<file path="src/rtl/cdc_ingress_arbiter.sv">
`default_nettype none
// ============================================================================
// Module      : cdc_ingress_arbiter
// Description : Round-robin packet arbiter sharing the cdc_noip ingress port
//               (clk_a side) among NUM_REQ sources. One grant per packet,
//               inter-packet gap, frame-length truncation, stall timeout,
//               packet counter and sticky error flags.
// Revision    : 1.0 - initial release
// ============================================================================
module cdc_ingress_arbiter #(
  parameter int WIDTH     = 8,
  parameter int NUM_REQ   = 2,
  parameter int IPG       = 10,
  parameter int MAX_BYTES = 42,
  parameter int TIMEOUT   = 64
) (
  input  logic                       clk_a,
  input  logic                       rst_n,
  input  logic                       enable,
  input  logic [NUM_REQ-1:0]         req,
  input  logic [NUM_REQ-1:0]         src_valid,
  input  logic [NUM_REQ*WIDTH-1:0]   src_data,
  input  logic [NUM_REQ-1:0]         src_last,
  output logic [NUM_REQ-1:0]         grant,
  output logic                       data_valid_a,
  output logic [WIDTH-1:0]           data_a,
  output logic                       busy,
  output logic [15:0]                pkt_count,
  output logic                       err_len,
  output logic                       err_timeout,
  input  logic                       err_clr
);

  localparam int c_IDX_W = $clog2(NUM_REQ);
  localparam int c_BC_W  = $clog2(MAX_BYTES + 1);
  localparam int c_ST_W  = $clog2(TIMEOUT + 1);
  localparam int c_GAP_W = (IPG > 1) ? $clog2(IPG + 1) : 1;

  localparam logic [c_BC_W-1:0]  c_BYTE_END  = c_BC_W'(MAX_BYTES - 1);
  localparam logic [c_ST_W-1:0]  c_STALL_END = c_ST_W'(TIMEOUT - 1);
  localparam logic [c_GAP_W-1:0] c_GAP_END   = c_GAP_W'((IPG > 0) ? IPG - 1 : 0);
  localparam logic [NUM_REQ-1:0] c_GRANT_LSB = {{(NUM_REQ-1){1'b0}}, 1'b1};

  localparam logic [1:0] c_IDLE = 2'd0;
  localparam logic [1:0] c_SEND = 2'd1;
  localparam logic [1:0] c_GAP  = 2'd2;

  logic [1:0]         r_state;
  logic [1:0]         w_state_nxt;
  logic [c_IDX_W-1:0] r_last_grant;
  logic [NUM_REQ-1:0] r_grant;
  logic               r_data_valid;
  logic [WIDTH-1:0]   r_data;
  logic [15:0]        r_pkt_count;
  logic               r_err_len;
  logic               r_err_timeout;
  logic [c_BC_W-1:0]  r_byte_cnt;
  logic [c_ST_W-1:0]  r_stall_cnt;
  logic [c_GAP_W-1:0] r_gap_cnt;

  logic               w_sel_found;
  logic [c_IDX_W-1:0] w_sel_idx;
  int                 w_cand;
  logic               w_start;
  logic               w_g_valid;
  logic               w_g_last;
  logic [WIDTH-1:0]   w_g_data;
  logic               w_fwd;
  logic               w_end_last;
  logic               w_trunc;
  logic               w_stall_abort;
  logic               w_pkt_end;
  logic               w_gap_done;
  logic               w_busy;

  // Round-robin pick: first requester scanning upward from the source after the last grant
  always_comb begin
    w_sel_found = 1'b0;
    w_sel_idx   = '0;
    w_cand      = 0;
    for (int i = 1; i <= NUM_REQ; i++) begin
      if (!w_sel_found) begin
        w_cand = int'(r_last_grant) + i;
        if (w_cand >= NUM_REQ) begin
          w_cand = w_cand - NUM_REQ;
        end
        if (req[c_IDX_W'(w_cand)]) begin
          w_sel_found = 1'b1;
          w_sel_idx   = c_IDX_W'(w_cand);
        end
      end
    end
  end

  // Select the granted source's byte lane; last_grant names the grantee while in SEND
  always_comb begin
    w_g_valid = 1'b0;
    w_g_last  = 1'b0;
    w_g_data  = '0;
    for (int i = 0; i < NUM_REQ; i++) begin
      if (r_last_grant == c_IDX_W'(i)) begin
        w_g_valid = src_valid[i];
        w_g_last  = src_last[i];
        w_g_data  = src_data[i*WIDTH +: WIDTH];
      end
    end
  end

  // Packet-termination and gap-completion conditions shared by FSM and datapath
  always_comb begin
    w_start       = enable & w_sel_found;
    w_fwd         = (r_state == c_SEND) & w_g_valid;
    w_end_last    = w_fwd & w_g_last;
    w_trunc       = w_fwd & ~w_g_last & (r_byte_cnt == c_BYTE_END);
    w_stall_abort = (r_state == c_SEND) & ~w_g_valid & (r_stall_cnt == c_STALL_END);
    w_pkt_end     = w_end_last | w_trunc | w_stall_abort;
    w_gap_done    = (IPG == 0) ? 1'b1 : (r_gap_cnt == c_GAP_END);
  end

  // FSM state register
  always_ff @(posedge clk_a) begin
    if (!rst_n) begin
      r_state <= c_IDLE;
    end else begin
      r_state <= w_state_nxt;
    end
  end

  // FSM next-state decode
  always_comb begin
    w_state_nxt = r_state;
    case (r_state)
      c_IDLE:  if (w_start)    w_state_nxt = c_SEND;
      c_SEND:  if (w_pkt_end)  w_state_nxt = c_GAP;
      c_GAP:   if (w_gap_done) w_state_nxt = c_IDLE;
      default: w_state_nxt = c_IDLE;
    endcase
  end

  // FSM output decode
  always_comb begin
    w_busy = (r_state != c_IDLE);
  end

  // Grant, byte forwarding, counters and sticky error flags
  always_ff @(posedge clk_a) begin
    if (!rst_n) begin
      r_last_grant  <= c_IDX_W'(NUM_REQ - 1);
      r_grant       <= '0;
      r_data_valid  <= 1'b0;
      r_data        <= '0;
      r_pkt_count   <= '0;
      r_err_len     <= 1'b0;
      r_err_timeout <= 1'b0;
      r_byte_cnt    <= '0;
      r_stall_cnt   <= '0;
      r_gap_cnt     <= '0;
    end else begin
      r_data_valid  <= 1'b0;
      r_err_len     <= w_trunc | (r_err_len & ~err_clr);
      r_err_timeout <= w_stall_abort | (r_err_timeout & ~err_clr);
      case (r_state)
        c_IDLE: begin
          if (w_start) begin
            r_grant      <= c_GRANT_LSB << w_sel_idx;
            r_last_grant <= w_sel_idx;
            r_byte_cnt   <= '0;
            r_stall_cnt  <= '0;
          end
        end
        c_SEND: begin
          if (w_g_valid) begin
            r_data_valid <= 1'b1;
            r_data       <= w_g_data;
            r_byte_cnt   <= r_byte_cnt + c_BC_W'(1);
            r_stall_cnt  <= '0;
          end else if (!w_stall_abort) begin
            r_stall_cnt  <= r_stall_cnt + c_ST_W'(1);
          end
          if (w_end_last || w_trunc) begin
            r_pkt_count <= r_pkt_count + 16'd1;
          end
          if (w_pkt_end) begin
            r_grant   <= '0;
            r_gap_cnt <= '0;
          end
        end
        c_GAP: begin
          r_gap_cnt <= r_gap_cnt + c_GAP_W'(1);
        end
        default: begin
          r_grant <= '0;
        end
      endcase
    end
  end

  assign grant        = r_grant;
  assign data_valid_a = r_data_valid;
  assign data_a       = r_data;
  assign busy         = w_busy;
  assign pkt_count    = r_pkt_count;
  assign err_len      = r_err_len;
  assign err_timeout  = r_err_timeout;

endmodule
`default_nettype wire

</file>
<file path="config.mk">
export PLATFORM = sky130hd
export DESIGN_NAME = cdc_ingress_arbiter
export DESIGN_NICKNAME = d
export VERILOG_FILES = /design/src/rtl/cdc_ingress_arbiter.sv
export SDC_FILE = /design/constraint.sdc
export NUM_CORES = 1
export LEC_CHECK = 0
export ABC_AREA = 1
export CORE_ASPECT_RATIO = 1.5
export CORE_UTILIZATION = 40
export CTS_BUF_LIST = sky130_fd_sc_hd__clkbuf_8
export DETAILED_ROUTE_END_ITERATION = 8
export GPL_TIMING_DRIVEN = 0
export MAX_ROUTING_LAYER = met4
export PLACE_DENSITY = 0.66
export SKIP_CTS_REPAIR_TIMING = 1
export SLEW_MARGIN = 5
export SYNTH_ARGS = -nofsm -noshare
export SYNTH_HDL_FRONTEND = slang
export SYNTH_SLANG_ARGS = --single-unit
</file>
<file path="constraint.sdc">
create_clock -name clk_a -period 1.8 [get_ports clk_a]
set_input_delay 0.36 -clock clk_a [delete_from_list [all_inputs] [get_ports clk_a]]
set_output_delay 0.36 -clock clk_a [all_outputs]
set_load 0.1 [all_outputs]
</file>
==> Flow_metrics.wiki, run 1 <==
{| class="wikitable"
! Metric !! Value
|-
| Outcome || completed
|-
| First-pass DRT Iterations || 5
|-
| Slew at the pin closest to its max-slew limit || 0.997 ns
|-
| Nets || 445
|-
| Clock latency reported for the late side of the worst-skew pair || 0.30 ns
|-
| Dominant cells by area after synthesis || sky130_fd_sc_hd__dfxtp_1 41%, sky130_fd_sc_hd__nand2_1 12%, sky130_fd_sc_hd__nor2_1 8.8%
|-
| Vias per Instance || 4.89
|-
| First-pass GRT wire length || 9780 um
|-
| CTS tree || built
|-
| # clock sinks || 49
|-
| Max-cap violations || 0
|-
| Starting density of the core || 41.4%
|-
| Proportion of synthesized chip area in sequential cells || 40.9%
|-
| Final setup violating endpoints || 0
|-
| Synth top area share || 40.9%
|-
| Detailed router's first-iteration violation count || 68
|-
| Vias in the first global route || 2199
|-
| Most used standard cell by instance count after synthesis || sky130_fd_sc_hd__nand2_1
|-
| Number of antenna violations at the first check in global routing || 0
|-
| Peak supply drop || 0.000439 V
|-
| Post-synthesis instance area || 2400 um2
|-
| Buffers added on ports || 54
|-
| Share of cells above drive strength 1 || 14.3%
|-
| List of cells traversed by the critical path || dlymetal6s2s_1
|-
| Dpl hpwl || 4380 um
|-
| Cell class contributing the biggest share of worst-path delay || buffers and inverters
|-
| Required time of the critical path || 1.44 ns
|-
| Syn nets || 383
|-
| Number of buffers and inverters on the critical path || 1
|-
| Die span in y || 96.8 um
|-
| Worst setup slack after placement || -0.240 ns
|-
| Shortest period the worst path allows || 1.76 ns
|-
| Die footprint || 6310 um2
|-
| Diodes inserted || 0
|-
| Leading area contributor after synthesis || sky130_fd_sc_hd__dfxtp_1
|-
| Final weighted congestion in routability-driven placement || 0.819
|-
| Synthesized instance count || 351
|-
| Yosys warnings || 0
|-
| Drt total wl || 5870 um
|-
| Crit share post-route || 97.8%
|-
| Largest net degree at the start of global routing || 15
|-
| Register bit total from synthesis || 49
|-
| Ranking of synthesized cells by instance count || 77 x sky130_fd_sc_hd__nand2_1, 56 x sky130_fd_sc_hd__nor2_1, 49 x sky130_fd_sc_hd__dfxtp_1
|-
| Mean instance size in the synthesized netlist || 6.83 um2
|-
| Clock skew after layout || 0.00661 ns
|-
| Number of vias in the routed layout || 2378
|-
| Number of distinct standard cells referenced by the synthesized netlist || 34
|-
| Power density of the placed cells || 769 nW/um2
|-
| Unrepaired setup endpoints after global routing || false
|-
| Leakage || 1.47 nW
|-
| Type of destination of the critical path || output pin
|-
| Smallest setup slack after layout || 0.0402 ns
|-
| Root Driver || sky130_fd_sc_hd__clkbuf_8
|-
| Die Wd || 65.2 um
|-
| Achievable clock frequency || 568 MHz
|-
| Routed wire length per instance || 12.1 um
|-
| Remaining number of nets flagged by the antenna check after routing || 0
|-
| CTS buffer count || 5
|-
| Endpoints failing hold || 0
|-
| Placeable core area || 5790 um2
|-
| Worst-path maximum fanout || 3
|-
| Total global routing overflow || 0
|-
| Clock edge transition at the registers on the reported setup and hold paths || 0.09 ns
|-
| Power Total || 2.41 mW
|-
| Number of placed I/O pins || 56
|-
| Number of max-slew violations in the final report || 0
|-
| Worst endpoint data arrival time || 1.40 ns
|-
| Detailed-route DRC error count || 0
|-
| Crit Path Category || flop to output pin
|-
| Fraction of registers with async set/reset || 0%
|-
| H-tree depth || 2
|-
| Remaining max-slew budget at the tightest pin || 33.4%
|-
| Largest buffer count on any clock path || 2
|-
| All-layer global routing usage || 20.0%
|-
| Most frequently used flop master after synthesis || sky130_fd_sc_hd__dfxtp_1
|-
| Area growth from synthesis to layout || 30.5%
|-
| Highest-delay cell along the critical path || sky130_fd_sc_hd__dlymetal6s2s_1
|-
| Number of flops mapped to enable cells by yosys || 0
|-
| Type of the most critical hold path || flop to flop
|-
| Number of rows created at floorplan || 34
|-
| Crit-path max cell delay || 0.75 ns
|-
| Category of the worst setup path launch point || flop
|}
[cell type report]
cell class / count / area, um2
buffer: 7 / 42.5
clock buffer: 6 / 82.6
inverter: 45 / 174
multi-input combinational: 250 / 1230
timing repair buffer: 55 / 478
tap: 72 / 90.1
fill: 584 / 2660
clock inverter: 2 / 33.8
sequential: 49 / 998
[path summary, 6_finish.rpt]
check / from / end / slack [ns] / depth (start not counted)
hold / removal: err_timeout / err_timeout / 0.47 / 2
setup reg to reg: r_byte_cnt[1] / pkt_count[5] / 0.15 / 9
setup / recovery: pkt_count[0] / pkt_count[0] / 0.04 / 1
hold reg to reg: err_timeout / err_timeout / 0.47 / 2
[per-stage QoR]
stage,TNS (ns),cell area [um2],utilization (%),std cells,hold slack (ns)
after floorplan,0,2410,-,351,0.429
after global placement,-5.31,3040,52.6,477,0.450
after detailed placement,-5.33,3040,52.6,477,0.458
after CTS,-11.29,3160,54.6,485,0.472
after global routing,0,3130,54.1,486,0.493
final,0,3130,54.1,486,0.468
[logic make-up (layout without fill, tap and decap cells)]
logic type	count (synthesis)	in the layout	synth area share, %
xor gates and xnor gates	2	2	0.731
and+or+nand+nor	177	177	31.1
buffers and inverters	52	115	8.82
DFF	49	49	40.9
adders and majority gates	6	6	3.13
AOI/OAI and AO/OA	65	65	15.2
[routing by layer]
metal	GRT usage (%)	routed length, um	up-vias
met1	23.3	2540	1059
met3	3.30	240	7
li1	-	-	1255
met2	34.2	3010	57
met4	6.19	83	0
met5	-	0	-
[sequential cells by signal (all words and copies together) (netlist names)]
name          flops
r_state           2
data_valid_a      1
grant             2
r_stall_cnt       7
err_timeout       1
data_a            8
pkt_count        16
r_last_grant      1
err_len           1
r_gap_cnt         4
r_byte_cnt        6
[worst min-delay path, cell delays in order (launching register included)]
cell and delay (ns):
sky130_fd_sc_hd__dfxtp_1 0.32, sky130_fd_sc_hd__nand2_1 0.06, sky130_fd_sc_hd__a21oi_1 0.05
[power breakdown]
group	internal, mW	leakage, nW	switching [mW]
sequential	1.12	0.404	0.0259
combinational	0.135	1.00	0.307
clock	0.448	0.0626	0.369
total	1.70	1.47	0.702
[cells in the final DEF (no fill, tap or decap), drive strengths merged]
| cell | n |
|---|---|
| a31oi | 8 |
| o21bai | 1 |
| a21oi | 23 |
| a311oi | 1 |
| nand3 | 18 |
| nand4 | 1 |
| o211a | 1 |
| o21ai | 28 |
| bufinv | 1 |
| clkdlybuf4s50 | 24 |
| nor2 | 58 |
| o21a | 1 |
| xor2 | 2 |
| inv | 46 |
| or2 | 4 |
| ha | 6 |
| dlymetal6s2s | 11 |
| nand2 | 79 |
| dfxtp | 49 |
| and2 | 1 |
| a211oi | 1 |
| o211ai | 1 |
| nor4 | 1 |
| clkbuf | 29 |
| nor3b | 1 |
| nand3b | 2 |
| buf | 4 |
| nor3 | 12 |
Power figures use the tool's default switching activity.
==> run 2, diff against run 1 <==
--- a/config.mk
+++ b/config.mk
@@ -7,12 +7,12 @@
 export LEC_CHECK = 0
 export ABC_AREA = 1
 export CORE_ASPECT_RATIO = 1.5
-export CORE_UTILIZATION = 40
+export CORE_UTILIZATION = 51
 export CTS_BUF_LIST = sky130_fd_sc_hd__clkbuf_8
 export DETAILED_ROUTE_END_ITERATION = 8
 export GPL_TIMING_DRIVEN = 0
 export MAX_ROUTING_LAYER = met4
-export PLACE_DENSITY = 0.66
+export PLACE_DENSITY = 0.81
 export SKIP_CTS_REPAIR_TIMING = 1
 export SLEW_MARGIN = 5
 export SYNTH_ARGS = -nofsm -noshare
==> Flow_metrics.wiki, run 2 (synthesized netlist as in run 1, its figures left out) <==
{| class="wikitable"
! Metric !! Value
|-
| Worst-path maximum fanout || 3 (unchanged)
|-
| FF-to-FF Start || r_byte_cnt[0]
|-
| Final std cell area, no fill || 3090 um2 (-1.2%)
|-
| Critical path launch point || pkt_count[11]
|-
| Worst endpoint data arrival time || 1.40 ns (about the same)
|-
| Diodes inserted || 0 (unchanged)
|-
| Endpoints failing hold || 0 (unchanged)
|-
| Max FFs per register || 16 (unchanged)
|-
| Vias in the first global route || 2267 (+3.1%)
|-
| Switching portion of total power || 29.1% (-0.050 points)
|-
| Type of destination of the critical path || output pin
|-
| Highest-delay cell along the critical path || sky130_fd_sc_hd__dlymetal6s2s_1
|-
| CTS tree || built
|-
| Buffers added on ports || 54 (unchanged)
|-
| Outcome || complete, but fails checks
|-
| Starting density of the core || 53.2% (+12 points)
|-
| Remaining max-slew budget at the tightest pin || 33.8% (+0.41 points)
|-
| Final weighted congestion in routability-driven placement || 0.924 (+13%)
|-
| Worst setup slack after placement || -0.240 ns (-0.000600 ns)
|-
| Portion of total power attributed to the clock network || 33.9% (about the same)
|-
| Crit-path max cell delay || 0.74 ns (about the same)
|-
| Required time of the critical path || 1.44 ns (about the same)
|-
| Clock edge transition at the registers on the reported setup and hold paths || 0.09 ns (about the same)
|-
| Nets || 445 (unchanged)
|-
| Failing checks || DRC
|-
| Number of buffers and inverters on the critical path || 1 (unchanged)
|-
| Power Total || 2.40 mW (-0.18%)
|-
| CTS buffer count || 5 (unchanged)
|-
| Drt total wl || 5790 um (-1.4%)
|-
| Placed inst area || 3010 um2 (-0.99%)
|-
| Crit Path Category || flop to output pin
|-
| Cell class contributing the biggest share of worst-path delay || buffers and inverters
|-
| Area growth from synthesis to layout || 29.0%
|-
| Total global routing overflow || 0 (unchanged)
|-
| Most used cells in the layout excluding fill and tap cells || 75 x sky130_fd_sc_hd__nand2_1, 55 x sky130_fd_sc_hd__nor2_1, 44 x sky130_fd_sc_hd__inv_1, 35 x sky130_fd_sc_hd__dfxtp_1, 26 x sky130_fd_sc_hd__o21ai_0
|-
| Achievable clock frequency || 570 MHz (+0.26%)
|-
| Most frequent standard cell in the layout excluding fill and tap cells || sky130_fd_sc_hd__nand2_1
|-
| Share of cells above drive strength 1 || 13.5% (-0.72 points)
|-
| Max-cap violations || 0 (unchanged)
|-
| First-pass GRT wire length || 9960 um (+1.8%)
|-
| Vias per Instance || 5.20 (+6.3%)
|-
| # clock sinks || 49 (unchanged)
|-
| Leakage || 1.49 nW (+1.1%)
|-
| Type of the most critical hold path || flop to flop
|-
| Dpl hpwl || 4350 um (-0.75%)
|-
| Smallest setup slack after layout || 0.0448 ns (+0.00460 ns)
|-
| Largest net degree at the start of global routing || 15 (unchanged)
|-
| Met3 Usage GRT || 4.22% (+0.92 points)
|-
| Crit share post-route || 97.5% (-0.26 points)
|-
| Routed wire length per instance || 12.5 um (+3.8%)
|-
| Detailed-route DRC error count || 6 (+6)
|-
| Die Wd || 58.0 um (-11%)
|-
| Min-Delay Startpoint || err_len
|-
| Number of rows created at floorplan || 30 (-12%)
|-
| Remaining number of nets flagged by the antenna check after routing || 0 (unchanged)
|-
| Clock skew after layout || 0.00550 ns (-0.00111 ns)
|-
| Number of placed I/O pins || 56 (unchanged)
|-
| Internal power component || 1.70 mW (-0.11%)
|-
| H-tree depth || 2 (unchanged)
|-
| Met1 track demand over resource || 28.9% (+5.7 points)
|-
| Die footprint || 4980 um2 (-21%)
|-
| Root Driver || sky130_fd_sc_hd__clkbuf_8
|-
| All-layer global routing usage || 26.3% (+6.3 points)
|-
| Placeable core area || 4500 um2 (-22%)
|-
| Peak supply drop || 0.000527 V (+20%)
|-
| Power density of the placed cells || 777 nW/um2 (+1.0%)
|-
| Largest buffer count on any clock path || 2 (unchanged)
|-
| Met2 Usage GRT || 46.0% (+12 points)
|-
| Shortest period the worst path allows || 1.76 ns (-0.00460 ns)
|-
| Reg power frac || 47.8% (about the same)
|-
| Clock latency reported for the late side of the worst-skew pair || 0.30 ns (about the same)
|-
| Slew at the pin closest to its max-slew limit || 0.991 ns (-0.00607 ns)
|-
| First-pass DRT Iterations || 6 (+1)
|-
| Instance count on the critical path || 1 (unchanged)
|-
| Unrepaired setup endpoints after global routing || false
|-
| Detailed router's first-iteration violation count || 121 (+78%)
|-
| Number of antenna violations at the first check in global routing || 0 (unchanged)
|-
| Length in cells of the worst reg-to-reg path || 9 (unchanged)
|-
| Number of max-slew violations in the final report || 0 (unchanged)
|-
| WHS Path Cells || 2 (unchanged)
|-
| Number of vias in the routed layout || 2402 (+1.0%)
|-
| Final setup violating endpoints || 0 (unchanged)
|-
| Total negative slack for setup checks || 0 ns (unchanged)
|-
| Switching power || 0.700 mW (-0.36%)
|-
| Post-route worst hold slack || 0.469 ns (+0.00151 ns)
|-
| Category of the worst setup path launch point || flop
|-
| Peak-usage layer in the global routing report || met2
|-
| Die span in y || 86.0 um (-11%)
|-
| List of cells traversed by the critical path || dlymetal6s2s_1
|-
| Part of the total power dissipated in combinational logic || 18.3% (about the same)
|}
run 2: cell types whose count changed in the layout (fill, tap and decap cells not counted), sizes merged:
cell,before,now
clkbuf,29,28
dlymetal6s2s,11,12
run 2: final timing paths:
kind | to | slack, ns
setup / recovery | pkt_count[11] | 0.04
hold / removal | err_len | 0.47
setup reg to reg | pkt_count[4] | 0.17
hold reg to reg | err_len | 0.47
run 2: layout make-up:
| cell class | instances | area [um2] |
|---|---|---|
| Inverter | 45 | 174 |
| Clock buffer | 6 | 82.6 |
| Tap cell | 48 | 60.1 |
| Sequential cell | 49 | 998 |
| Multi-Input combinational cell | 250 | 1210 |
| Fill cell | 398 | 1410 |
| Timing Repair Buffer | 55 | 488 |
| Buffer | 7 | 42.5 |
| Clock inverter | 2 | 33.8 |
run 2: power by group through the flow:
stage | logic (mW) | registers, mW | clock network (mW)
4_1_cts | 0.447 | 1.15 | 0.822
3_5_place_dp | 0.444 | 1.17 | 0
5_1_grt | 0.478 | 1.15 | 0.878
6_report | 0.440 | 1.15 | 0.813
3_3_place_gp | 0.438 | 1.17 | 0
2_1_floorplan | 0.170 | 1.30 | 0
run 2: per-stage QoR:
step,utilization [%],std cells
after CTS,69.5,461
after detailed placement,66.9,453
final,68.6,462
after global routing,68.6,462
after floorplan,-,351
after global placement,66.9,453
run 2: per-layer routing:
metal | share of wire, % | vias up | routed length, um
met1 | 42 | 1084 | 2410
met2 | 52 | 51 | 3030
met3 | 3.9 | 12 | 226
li1 | - | 1255 | -
met5 | 0 | - | 0
met4 | 2.2 | 0 | 127
